==> config.mk <==
export PLATFORM = sky130hd
export DESIGN_NAME = parking_lane_arbiter
export DESIGN_NICKNAME = d
export VERILOG_FILES = /design/src/rtl/parking_lane_arbiter.sv
export SDC_FILE = /design/constraint.sdc
export NUM_CORES = 1
export LEC_CHECK = 0
export CAP_MARGIN = 40
export CORE_UTILIZATION = 56
export CTS_BUF_LIST = sky130_fd_sc_hd__clkbuf_8
export CTS_CLUSTER_SIZE = 40
export DETAILED_ROUTE_END_ITERATION = 8
export GPL_TIMING_DRIVEN = 1
export PLACE_DENSITY = 0.88
export SLEW_MARGIN = 0
export SYNTH_ARGS = -nofsm -noshare
export SYNTH_HDL_FRONTEND = slang
export SYNTH_SLANG_ARGS = --single-unit
==> constraint.sdc <==
create_clock -name clk -period 2.8 [get_ports clk]
set_input_delay 0.56 -clock clk [delete_from_list [all_inputs] [get_ports clk]]
set_output_delay 0.56 -clock clk [all_outputs]
set_load 0.01 [all_outputs]
==> src/rtl/parking_lane_arbiter.sv <==
// Single-lane gate arbiter between the entry and exit queues of the parking lot.
// Round-robin on contention, blocks entry when full and exit when empty, and owns the occupancy count.
module parking_lane_arbiter #(
    parameter int CAPACITY = 25,
    parameter int CNT_W    = 5,
    parameter int TIMEOUT  = 1000,
    parameter int GUARD    = 4,
    parameter int TMR_W    = 10
) (
    input  logic             clk,
    input  logic             reset,
    input  logic             entry_req,
    input  logic             exit_req,
    input  logic             enter_done,
    input  logic             exit_done,
    output logic             entry_open,
    output logic             exit_open,
    output logic [CNT_W-1:0] count,
    output logic             full,
    output logic             empty,
    output logic             timeout,
    output logic             seq_err
);

    typedef enum logic [1:0] {
        S_IDLE,
        S_GRANT_IN,
        S_GRANT_OUT,
        S_GUARD
    } state_t;

    typedef enum logic {
        DIR_IN  = 1'b0,
        DIR_OUT = 1'b1
    } dir_t;

    state_t            state, state_next;
    dir_t              last_dir, last_dir_next;
    logic [TMR_W-1:0]  timer, timer_next;
    logic [CNT_W-1:0]  count_next;
    logic              timeout_next;
    logic              seq_err_next;
    logic              in_ok;
    logic              out_ok;

    assign full   = (count == CNT_W'(CAPACITY));
    assign empty  = (count == '0);
    assign in_ok  = entry_req & ~full;
    assign out_ok = exit_req & ~empty;

    // NOTE: every output of this block is given a default before the case so no path leaves one unassigned, which would infer a latch.
    always_comb begin
        state_next    = state;
        last_dir_next = last_dir;
        timer_next    = timer + TMR_W'(1);
        count_next    = count;
        timeout_next  = 1'b0;
        seq_err_next  = 1'b0;

        case (state)
            S_IDLE: begin
                timer_next   = '0;
                seq_err_next = enter_done | exit_done;
                // On a tie the direction not served last wins.
                if (in_ok && (!out_ok || last_dir == DIR_OUT)) begin
                    state_next = S_GRANT_IN;
                end else if (out_ok) begin
                    state_next = S_GRANT_OUT;
                end
            end

            S_GRANT_IN: begin
                seq_err_next = exit_done;
                if (enter_done) begin
                    count_next    = count + CNT_W'(1);
                    last_dir_next = DIR_IN;
                    state_next    = S_GUARD;
                    timer_next    = '0;
                end else if (timer == TMR_W'(TIMEOUT - 1)) begin
                    timeout_next  = 1'b1;
                    last_dir_next = DIR_IN;
                    state_next    = S_GUARD;
                    timer_next    = '0;
                end
            end

            S_GRANT_OUT: begin
                seq_err_next = enter_done;
                if (exit_done) begin
                    count_next    = count - CNT_W'(1);
                    last_dir_next = DIR_OUT;
                    state_next    = S_GUARD;
                    timer_next    = '0;
                end else if (timer == TMR_W'(TIMEOUT - 1)) begin
                    timeout_next  = 1'b1;
                    last_dir_next = DIR_OUT;
                    state_next    = S_GUARD;
                    timer_next    = '0;
                end
            end

            S_GUARD: begin
                seq_err_next = enter_done | exit_done;
                if (timer == TMR_W'(GUARD - 1)) begin
                    state_next = S_IDLE;
                    timer_next = '0;
                end
            end

            default: begin
                state_next = S_IDLE;
                timer_next = '0;
            end
        endcase
    end

    // NOTE: state registers use non-blocking assignments so every flop samples pre-edge values regardless of statement order.
    always_ff @(posedge clk) begin
        if (reset) begin
            state      <= S_IDLE;
            last_dir   <= DIR_OUT;
            timer      <= '0;
            count      <= '0;
            timeout    <= 1'b0;
            seq_err    <= 1'b0;
            entry_open <= 1'b0;
            exit_open  <= 1'b0;
        end else begin
            state      <= state_next;
            last_dir   <= last_dir_next;
            timer      <= timer_next;
            count      <= count_next;
            timeout    <= timeout_next;
            seq_err    <= seq_err_next;
            // Gates follow the next state so they open one edge after the request and close on the done edge.
            entry_open <= (state_next == S_GRANT_IN);
            exit_open  <= (state_next == S_GRANT_OUT);
        end
    end

endmodule

==> results of run 1 <==
-- area by class of cell --
type / count / area (um2) / share of cell area (%)
multi-input cells: 100 / 703 / 48.8
flip-flops and latches: 22 / 440 / 30.6
repair buffers: 16 / 160 / 11.1
clock buffers: 4 / 55.1 / 3.82
inverters: 13 / 48.8 / 3.39
well taps: 27 / 33.8 / 2.34
-- per-stage QoR --
step           hold slack (ns)  utilization [%]  cell area, um2  power (uW)
6_report                 0.467             72.7            1440        1350
5_1_grt                  0.487             72.7            1440        1450
4_1_cts                  0.464             72.7            1440        1340
3_5_place_dp             0.446             69.9            1390        1110
3_3_place_gp             0.438             69.9            1390        1090
2_1_floorplan            0.426                -            1200         898
-- worst min-delay path by stage --
stage | slack [ns] | from | endpoint | cells after the start
after floorplan | 0.43 | timer[0]$_SDFF_PP0_ | timer[0]$_SDFF_PP0_ | 1
final | 0.47 | timer[0]$_SDFF_PP0_ | timer[0]$_SDFF_PP0_ | 1
after global placement | 0.44 | timer[0]$_SDFF_PP0_ | timer[0]$_SDFF_PP0_ | 1
after CTS | 0.46 | timer[0]$_SDFF_PP0_ | timer[0]$_SDFF_PP0_ | 1
after global routing | 0.49 | timer[0]$_SDFF_PP0_ | timer[0]$_SDFF_PP0_ | 1
after detailed placement | 0.45 | timer[0]$_SDFF_PP0_ | timer[0]$_SDFF_PP0_ | 1
-- routing by layer --
metal  wire [um]  up-vias
met5           0        -
met4          61        0
met3         114        8
met2        1280       35
met1        1100      500
li1            -      519
-- worst max-delay path, delay by kind of cell, from the launching register on --
| family | cells | cell delay, ns |
|---|---|---|
| simple gates | 2 | 0.76 |
| buf+inv | 2 | 0.59 |
| flops | 1 | 0.36 |
-- where the power goes --
| part | switching [uW] | internal (uW) | leakage (uW) |
|---|---|---|---|
| Clock | 99.7 | 125 | 0.0000288 |
| Combinational | 347 | 336 | 0.000342 |
| Sequential | 68.3 | 373 | 0.000179 |
| Total | 515 | 835 | 0.000549 |
-- state kept, by name, summed over array words and instances (netlist names) --
| name | flops |
|---|---|
| timer | 10 |
| count | 5 |
| state | 2 |
| entry_open | 1 |
| exit_open | 1 |
| last_dir | 1 |
| seq_err | 1 |
| timeout | 1 |
-- kinds of logic (layout without fill, tap and decap cells) --
logic type	Yosys count	count (layout)	share of synthesized area (%)
adder cells (fa/ha/maj)	9	9	10.0
XOR/XNOR	11	11	8.03
AO/OA/AOI/OAI	26	26	16.1
flip-flops	22	22	36.7
multiplexers	2	2	1.67
buffers and inverters	15	33	4.69
AND/OR/NAND/NOR	52	52	22.8
-- cell usage in the layout (no fill, tap or decap), types with 2 or more instances in the layout --
cell and instances:
nand3_1 3, clkbuf_8 4, o21ai_0 4, nor3_1 3, clkdlybuf4s50_1 16, ha_1 8, o31ai_1 2, nor2_1 19
and2_1 2, or4_1 2, nand4_1 4, a21oi_1 4, dfxtp_1 22, nand2_1 7, and3_1 3, xor2_1 3
a211oi_1 3, xnor2_1 8, mux2i_1 2, inv_1 13
==> results.py, run 1 <==
metrics = {
    "run_status": {
        "status": "completed",
    },
    "cells_and_area": {
        "nFillCells": 155,
        "nets": 171,
        "areaGrowthSynthToFinish_pct": 20.1,
        "diodes": 0,
        "final_cells": 182,
        "drive_gt1_share_pct": 5.16,
    },
    "power": {
        "leakage_uw": 0.000549,
        "p_per_area_nw_per_um2": 936,
        "ir_drop_mv": 0.644,
    },
    "sta": {
        "hold_viol": 0,
        "fin_tns_setup_ns": 0,
        "skew_ns": 0.00189,
        "setup_slack_ns": 0.276,
        "fmax_mhz": 396,
        "setup_violations": 0,
        "slew_viol_final": 0,
        "fin_crit_ns": 2.52,
        "maxSlewHeadroom_pct": 66.4,
        "rsz0062_at_grt": "false",
        "worst_pin_slew_ns": 0.503,
        "period_share_pct": 90.1,
    },
    "logic_synthesis": {
        "seq_area_frac_synth_pct": 36.7,
        "syn_inst": 137,
        "synthTopCellsByArea": "dfxtp_1, ha_1, nor2_1",
        "synth_edf_count": 0,
        "ys_seq_elements": 22,
        "yosys-top-cells-count": "dfxtp_1, nor2_1, inv_1",
        "synth-main-ff-cell": "dfxtp_1",
        "synthDominantCellAreaShare_pct": 36.7,
        "syn_area_per_cell_um2": 8.76,
        "yosysMostFrequentCell": "dfxtp_1",
        "synth.distinct_cells": 42,
        "async_flop_share_pct": 0,
        "syn_area_um2": 1200,
        "syn-num-nets": 152,
        "ys.warnings.count": 0,
        "synth_area_leader_cell": "dfxtp_1",
    },
    "cts": {
        "cts.sinks": 22,
        "cts-root-buf": "clkbuf_8",
        "post_cts_resized": 0,
        "htreeDepth": 1,
        "cts_buffer_depth": 2,
        "cts_hold_buf": 0,
        "cts_tree": "built",
        "cts_made_buffers": 3,
        "path_clk_slew_ns": 0.08,
        "cts_setup_buffers": 0,
        "clk_latency_ns": 0.26,
    },
    "setup_path": {
        "crit_path_max_incr_delay_ns": 0.52,
        "r2r-end": "count[4]$_SDFFE_PP0P_",
        "r2r_slack_ns": 0.36,
        "cp-end-kind": "primary output",
        "crit_chain": "or2_2 > or3_1 > inv_1 > clkdlybuf4s50_1",
        "cp_slowest_cell": "clkdlybuf4s50_1",
        "cp_max_fo": 5,
        "r2r.worst_path.cells": 8,
        "startpoint_type": "register",
        "crit_required_ns": 2.24,
        "worstSetupStartpoint": "count[1]$_SDFFE_PP0P_",
        "worstPathArrival_ns": 1.96,
        "worstSetupPathType": "reg -> out",
        "reg2reg_from": "state[1]$_SDFF_PP0_",
        "cp-endpoint": "full",
    },
    "place": {
        "dpl.hpwl_mm": 1.89,
        "gp_congestion": 0.948,
        "dp.cells": 178,
        "io_buffers": 16,
        "dp_slack_ns": 0.424,
    },
    "global_route": {
        "overflow": 0,
        "grt_pass1_vias": 960,
        "grt-busiest-layer": "met2",
        "use_met3_pct": 5.93,
        "grt_max_degree": 13,
        "grt_pass1_wl_mm": 4.02,
        "met1_usage_pct": 28.4,
        "antenna_found_initial": 0,
        "grtUsageTotal_pct": 25.2,
        "use_met2_pct": 44.5,
    },
    "floorplanning": {
        "die_y_um": 48.3,
        "fp.dieW_um": 48.3,
        "io_pins": 17,
        "num_rows": 16,
        "dieArea_um2": 2330,
        "coreArea_um2": 1980,
        "start_util_pct": 60.5,
    },
    "routing": {
        "drt_wl_total_mm": 2.55,
        "viasPerCell": 5.84,
        "drt-wirelength-per-cell_um": 14.0,
        "ant_nets": 0,
        "drt_iter0_drc": 29,
        "dr.pass1.iters": 4,
        "vias": 1062,
        "drc_errors": 0,
    },
    "hold_path": {
        "hold_class": "reg -> reg",
    },
    "flow_run": {
        "maxCapViolCount": 0,
    },
}
No activity file was read; power rests on OpenSTA's default activity.
==> run 2, diff against run 1 <==
- CTS_CLUSTER_DIAMETER: not set -> 150
==> results of run 2 <==
Final layout, timing and power as in run 1 (identical DEF).
